`src/rtl/regfile_wport_arbiter.sv`:
```
// Write-port arbiter for the 2r1w zero-register register file: grants one of two
// val/rdy writeback sources per cycle, stages the winner, and flags read bypass hits.
// Build option: define REGFILE_WPORT_ARB_RR_EN for round-robin; default is fixed priority (requester 0 wins).
module regfile_wport_arbiter #(
    parameter int p_data_nbits = 32,
    parameter int p_addr_nbits = 5
) (
    input  logic                    clk,
    input  logic                    reset,
    input  logic                    req0_val,
    output logic                    req0_rdy,
    input  logic [p_addr_nbits-1:0] req0_addr,
    input  logic [p_data_nbits-1:0] req0_data,
    input  logic                    req1_val,
    output logic                    req1_rdy,
    input  logic [p_addr_nbits-1:0] req1_addr,
    input  logic [p_data_nbits-1:0] req1_data,
    output logic                    wr_en,
    output logic [p_addr_nbits-1:0] wr_addr,
    output logic [p_data_nbits-1:0] wr_data,
    input  logic [p_addr_nbits-1:0] rd_addr0,
    input  logic [p_addr_nbits-1:0] rd_addr1,
    output logic                    byp_hit0,
    output logic                    byp_hit1
);

    logic                    prio_s;
    logic                    gnt0_s;
    logic                    gnt1_s;
    logic                    xfer0_s;
    logic                    xfer1_s;
    logic                    xfer_s;
    logic [p_addr_nbits-1:0] win_addr_s;
    logic [p_data_nbits-1:0] win_data_s;

    logic                    stg_val_r;
    logic [p_addr_nbits-1:0] stg_addr_r;
    logic [p_data_nbits-1:0] stg_data_r;

`ifdef REGFILE_WPORT_ARB_RR_EN
    logic prio_r;

    // Round-robin pointer: after a transfer, favour the requester that did not win
    always_ff @(posedge clk or negedge reset) begin
        if (!reset) begin
            prio_r <= 1'b0;
        end else if (xfer_s) begin
            prio_r <= xfer0_s;
        end else begin
            prio_r <= prio_r;
        end
    end

    assign prio_s = prio_r;
`else
    assign prio_s = 1'b0;
`endif

    // Grants: a requester's rdy only looks at the other requester's val, never its own
    always_comb begin
        gnt0_s = 1'b1;
        gnt1_s = 1'b1;
        if (req1_val && prio_s) begin
            gnt0_s = 1'b0;
        end else begin
            gnt0_s = 1'b1;
        end
        if (req0_val && !prio_s) begin
            gnt1_s = 1'b0;
        end else begin
            gnt1_s = 1'b1;
        end
    end

    assign xfer0_s = req0_val && gnt0_s;
    assign xfer1_s = req1_val && gnt1_s;
    assign xfer_s  = xfer0_s || xfer1_s;

    // Winner payload selection
    always_comb begin
        win_addr_s = req1_addr;
        win_data_s = req1_data;
        if (xfer0_s) begin
            win_addr_s = req0_addr;
            win_data_s = req0_data;
        end else begin
            win_addr_s = req1_addr;
            win_data_s = req1_data;
        end
    end

    // Staging register: drains every cycle; x0 writes are accepted but never enabled
    always_ff @(posedge clk or negedge reset) begin
        if (!reset) begin
            stg_val_r  <= 1'b0;
            stg_addr_r <= {p_addr_nbits{1'b0}};
            stg_data_r <= {p_data_nbits{1'b0}};
        end else if (xfer_s) begin
            stg_val_r  <= (win_addr_s != {p_addr_nbits{1'b0}});
            stg_addr_r <= win_addr_s;
            stg_data_r <= win_data_s;
        end else begin
            stg_val_r  <= 1'b0;
            stg_addr_r <= stg_addr_r;
            stg_data_r <= stg_data_r;
        end
    end

    assign req0_rdy = gnt0_s;
    assign req1_rdy = gnt1_s;
    assign wr_en    = stg_val_r;
    assign wr_addr  = stg_addr_r;
    assign wr_data  = stg_data_r;
    assign byp_hit0 = stg_val_r && (rd_addr0 == stg_addr_r);
    assign byp_hit1 = stg_val_r && (rd_addr1 == stg_addr_r);

endmodule

```
`config.mk`:
```
export PLATFORM = sky130hd
export DESIGN_NAME = regfile_wport_arbiter
export DESIGN_NICKNAME = d
export VERILOG_FILES = /design/src/rtl/regfile_wport_arbiter.sv
export SDC_FILE = /design/constraint.sdc
export NUM_CORES = 1
export LEC_CHECK = 0
export BUFFER_PORTS_ARGS = -buffer_cell sky130_fd_sc_hd__buf_2
export CORE_ASPECT_RATIO = 0.7
export CORE_UTILIZATION = 44
export DETAILED_ROUTE_END_ITERATION = 10
export PLACE_DENSITY_LB_ADDON = 0.25
export SLEW_MARGIN = 20
export SYNTH_ARGS = -nofsm -noshare
export SYNTH_HDL_FRONTEND = slang
export SYNTH_SLANG_ARGS = --single-unit
```
`constraint.sdc`:
```
create_clock -name clk -period 2.94 [get_ports clk]
set_input_delay 0.147 -clock clk [delete_from_list [all_inputs] [get_ports clk]]
set_output_delay 0.147 -clock clk [all_outputs]
set_load 0.05 [all_outputs]
```
; ---- Word level (Yosys, flattened, before mapping)
; Cells that the tools add are included.
[op_classes]
add_sub_neg = 0
mul = 0
n_div = 0
order_cmp = 0
eq_ne = 2
shifts = 0
mux = 4
bitwise_logic = 0
n_reduce_logical = 5
[ops]
columns = operator, count
row1 = 32-bit two-way mux, 1
row2 = 5-bit equality test, 2
row3 = 5-bit two-way mux, 1
row4 = 5-bit nonzero test, 1
row5 = 1-bit logical AND, 3
row6 = 1-bit two-way mux, 2
row7 = 1-bit logical OR, 1
[word_totals]
ff_bits = 38
latch_bits = 0
ramBits = 0
mem_bits_ro = 0
input_bits = 88
out_inout_bits = 42
wordCells = 14
mem_count = 0

; ---- Longest topological paths before layout
[depth]
word_depth = 4
depth_mapped = 4
mapped_depth_nobuf = 3

; ---- Worst setup path after synthesis
; No wires, ideal clock.
[synth_path]
kind = register -> output
start = reg stg_addr_r[2], in the netlist wr_addr[2]
end = out byp_hit1
arrival_ns = 1.542
t_required_ns = 2.793
slack_ns = 1.251
path_stages_with_launch = 4
cell_sequence = dfrtp_1 -> xor2_1 -> nor4_1 -> and3_1
[synth_via]
elab_chain_cells = 2
[synth_rtl]
columns = element, line_no
row1 = from (decl), 37  ; logic [p_addr_nbits-1:0] stg_addr_r;
row2 = from (signal assigned), 96  ; stg_addr_r <= {p_addr_nbits{1'b0}};
row3 = from (signal assigned), 100  ; stg_addr_r <= win_addr_s;
row4 = from (signal assigned), 104  ; stg_addr_r <= stg_addr_r;
row5 = 5-bit equality test, 115  ; assign byp_hit1 = stg_val_r && (rd_addr1 == stg_addr_r);
row6 = 1-bit logical AND, 115
row7 = to (decl), 24  ; output logic byp_hit1
; No other way between the ends.

; ---- Worst setup path in the final report
[layout_path]
start = reg stg_addr_r[3], in the netlist wr_addr[3]
end = out byp_hit1
; Same word-level chain as after synthesis.

==> flow_summary_export.csv <==
group,metric,value,unit
timing,hold_viol_final,0,
logic_synthesis,synth_area,1873,sq um
clock_tree,numCtsBuffers,5,
timing,holdWs,0.07941,ns
grt,grt_max_degree,42,
pwr,p_clk_share,25.6,%
final_layout,nFillCells,342,
worst_setup_path,crit_fanout,4,
placement,gp_congestion,0.7686,
timing,slew_headroom,46.12,%
floorplanning,dieWidth,79.98,um
pwr,p_leak,1.449,nW
clock_tree,clockRootBuffer,"clkbuf_8",
worst_setup_path,cp.arrival,1.56,ns
timing,min_period,1.706,ns
logic_synthesis,ys_warn_count,0,
clock_tree,clkTransAtPathRegs,0.07,ns
timing,finalSetupTns,0,ns
timing,rsz0062_at_grt,"no",
clock_tree,cts_resized,0,
logic_synthesis,synth.avg_cell_area,10.24,sq um
final_layout,final_cell_mix,"buf_2, o21ai_1, dfrtp_1",
clock_tree,clock_latency,0.27,ns
floorplanning,initial_utilization,46.90,%
pwr,power.density,528.3,nW/um^2
final_layout,nets,396,
floorplanning,die_height,56.59,um
pwr,p_sw,0.4905,mW
timing,slew_violations,0,
final_layout,diodes,0,
routing,avgRoutedWirePerCell,12.01,um
worst_setup_path,worstPathRequired,2.79,ns
grt,antenna_found_initial,0,
logic_synthesis,syn-num-nets,271,
final_layout,syn2layout_area_growth,39.75,%
worst_setup_path,slowest_stage,"dfrtp_1",
timing,setup_viol,0,
pwr,p_int,0.8923,mW
placement,io_buffers,128,
worst_setup_path,cpPeakStageDelay,0.43,ns
clock_tree,cts.htree.levels,2,
worst_setup_path,crit_family,"flip-flops",
grt,grt_pass1_vias,1611,
clock_tree,post-cts-setup-buffer-count,0,
worst_setup_path,cp_num_buf_inv,1,
clock_tree,clock_path_buffers,2,
logic_synthesis,ys_types,15,
grt,grt_usage,20.38,%
worst_setup_path,worst-path-stages,4,
pwr,p_comb_share,30.8,%
clock_tree,cts_tree,"yes",
pwr,seq_power_share,43.5,%
worst_hold_path,min_path_cells,3,
floorplanning,rows,19,
run,maxCapViolations,0,
placement,place_area,2516,sq um
logic_synthesis,syn_inst,183,
final_layout,layout_commonest_cell,"buf_2",
worst_setup_path,crit_chain,"xor2_1 -> nor4_1 -> and3_1 -> buf_2",
timing,clock_skew,0,ns
routing,dr.pass1.iters,4,
routing,vias_per_cell,4.828,
routing,drc_errors,0,
pwr,power_switching_share,35.47,%
floorplanning,ios,130,
grt,grt_first_pass_wirelength,7072,um
worst_setup_path,r2r_cells,2,
timing,worst_pin_slew,0.8083,ns
worst_setup_path,endpoint_kind,"primary output",
routing,wl,4334,um
final_layout,drive_gt1_share,44.66,%
routing,ant_nets,0,
logic_synthesis,seq_area_frac_synth,50.77,%
worst_hold_path,hold_class,"in -> reg",
final_layout,stdcell_area,2618,sq um
pwr,irDropWorstVdd,0.2952,mV
clock_tree,cts_num_sinks,38,
timing,fmax,0.5863,GHz
floorplanning,core_area,3994,sq um
routing,first_iter_violations,44,
outcome,status,"complete, no violations",
worst_setup_path,start_kind,"register",
routing,vias,1743,
timing,fin_crit_sh,58.01,%
grt,grt.overflow.total,0,
logic_synthesis,synth.ff_latch_count,38,
worst_setup_path,path_class,"reg -> out",
floorplanning,die_area,4526,sq um
placement,hpwl,3340,um
## registers in the layout, indices dropped and copies added, names as in the netlist
register and cells:
wr_addr 5, wr_data 32, wr_en 1
## layout make-up
cell class	count	area [sq um]	share of cell area, %
inverter	1	3.754	0.1434
clock buffer	7	86.33	3.298
tap	52	65.06	2.486
clock inverter	1	5.005	0.1912
sequential	38	950.9	36.33
multi-input combinational	131	840.8	32.12
timing repair buffer	131	665.6	25.43
## tightest hold or removal path, cell delays in order
cell	delay (ns)
buf_2	0.08
nand2_1	0.04
o21ai_1	0.05
## cells by family (layout without fill, tap and decap cells)
kind of cell,after synthesis,after routing,synth area share (%)
AND/OR/NAND/NOR,43,43,9.552
AO/OA/AOI/OAI,40,40,10.69
flip-flops,38,38,50.77
multiplexers,37,37,19.77
buffers and inverters,14,140,4.341
XOR/XNOR,10,10,4.676
other,1,1,0.2002
## layer usage
metal	part of all wire (%)	global-route usage, %
met1	45	25.58
met2	47	34.43
met3	8.2	5.366
met4	0.32	6.122
met5	0	0
## worst paths after layout
path	from	endpoint	slack (ns)
max in group asynchronous	reset	wr_data[21]$_DFFE_PN0P_	1.93
worst min-delay path	req0_data[2]	wr_data[2]$_DFFE_PN0P_	0.08
min in group asynchronous	reset	wr_data[1]$_DFFE_PN0P_	0.50
worst max-delay path	wr_addr[3]$_DFFE_PN0P_	byp_hit1	1.23
worst min register to register	wr_data[21]$_DFFE_PN0P_	wr_data[21]$_DFFE_PN0P_	0.55
worst max register to register	wr_addr[0]$_DFFE_PN0P_	wr_addr[0]$_DFFE_PN0P_	2.12
## per-stage QoR
step                instances  util, %  total power, mW  worst slack, ns
global route              361    65.54            1.460            1.087
global placement          352    63.00            1.035            1.506
floorplan                 183        -           0.9014            1.251
detailed placement        352    63.00            1.041            1.436
CTS                       361    65.54            1.403            1.224
finish                    361    65.54            1.383            1.234
## power by group through the flow
stage | combinational, mW | sequential, mW | clock, mW
after floorplan | 0.120 | 0.781 | 0
after global placement | 0.424 | 0.611 | 0
after detailed placement | 0.431 | 0.610 | 0
after CTS | 0.431 | 0.602 | 0.369
after global routing | 0.458 | 0.609 | 0.393
final | 0.427 | 0.602 | 0.354
## synth_stat cells
library cell | number | share of area (%)
o21ai_1 | 40 | 11
dfrtp_1 | 38 | 51
mux2i_1 | 37 | 20
nand2_1 | 37 | 7.4
xor2_1 | 8 | 3.7
buf_2 | 5 | 1.3
clkbuf_1 | 4 | 0.80
and3_1 | 2 | 0.67
buf_4 | 2 | 0.80
buf_6 | 2 | 1.2
nor4_1 | 2 | 0.67
or4_1 | 2 | 0.80
xnor2_1 | 2 | 0.94
conb_1 | 1 | 0.20
inv_2 | 1 | 0.20
## repair_timing
action | CTS | global route
endpoints found under the hold margin | 38 | 0
setup endpoints to repair | 0 | 0
hold buffers | 1 | 0
(Power assumes the default switching activity.)
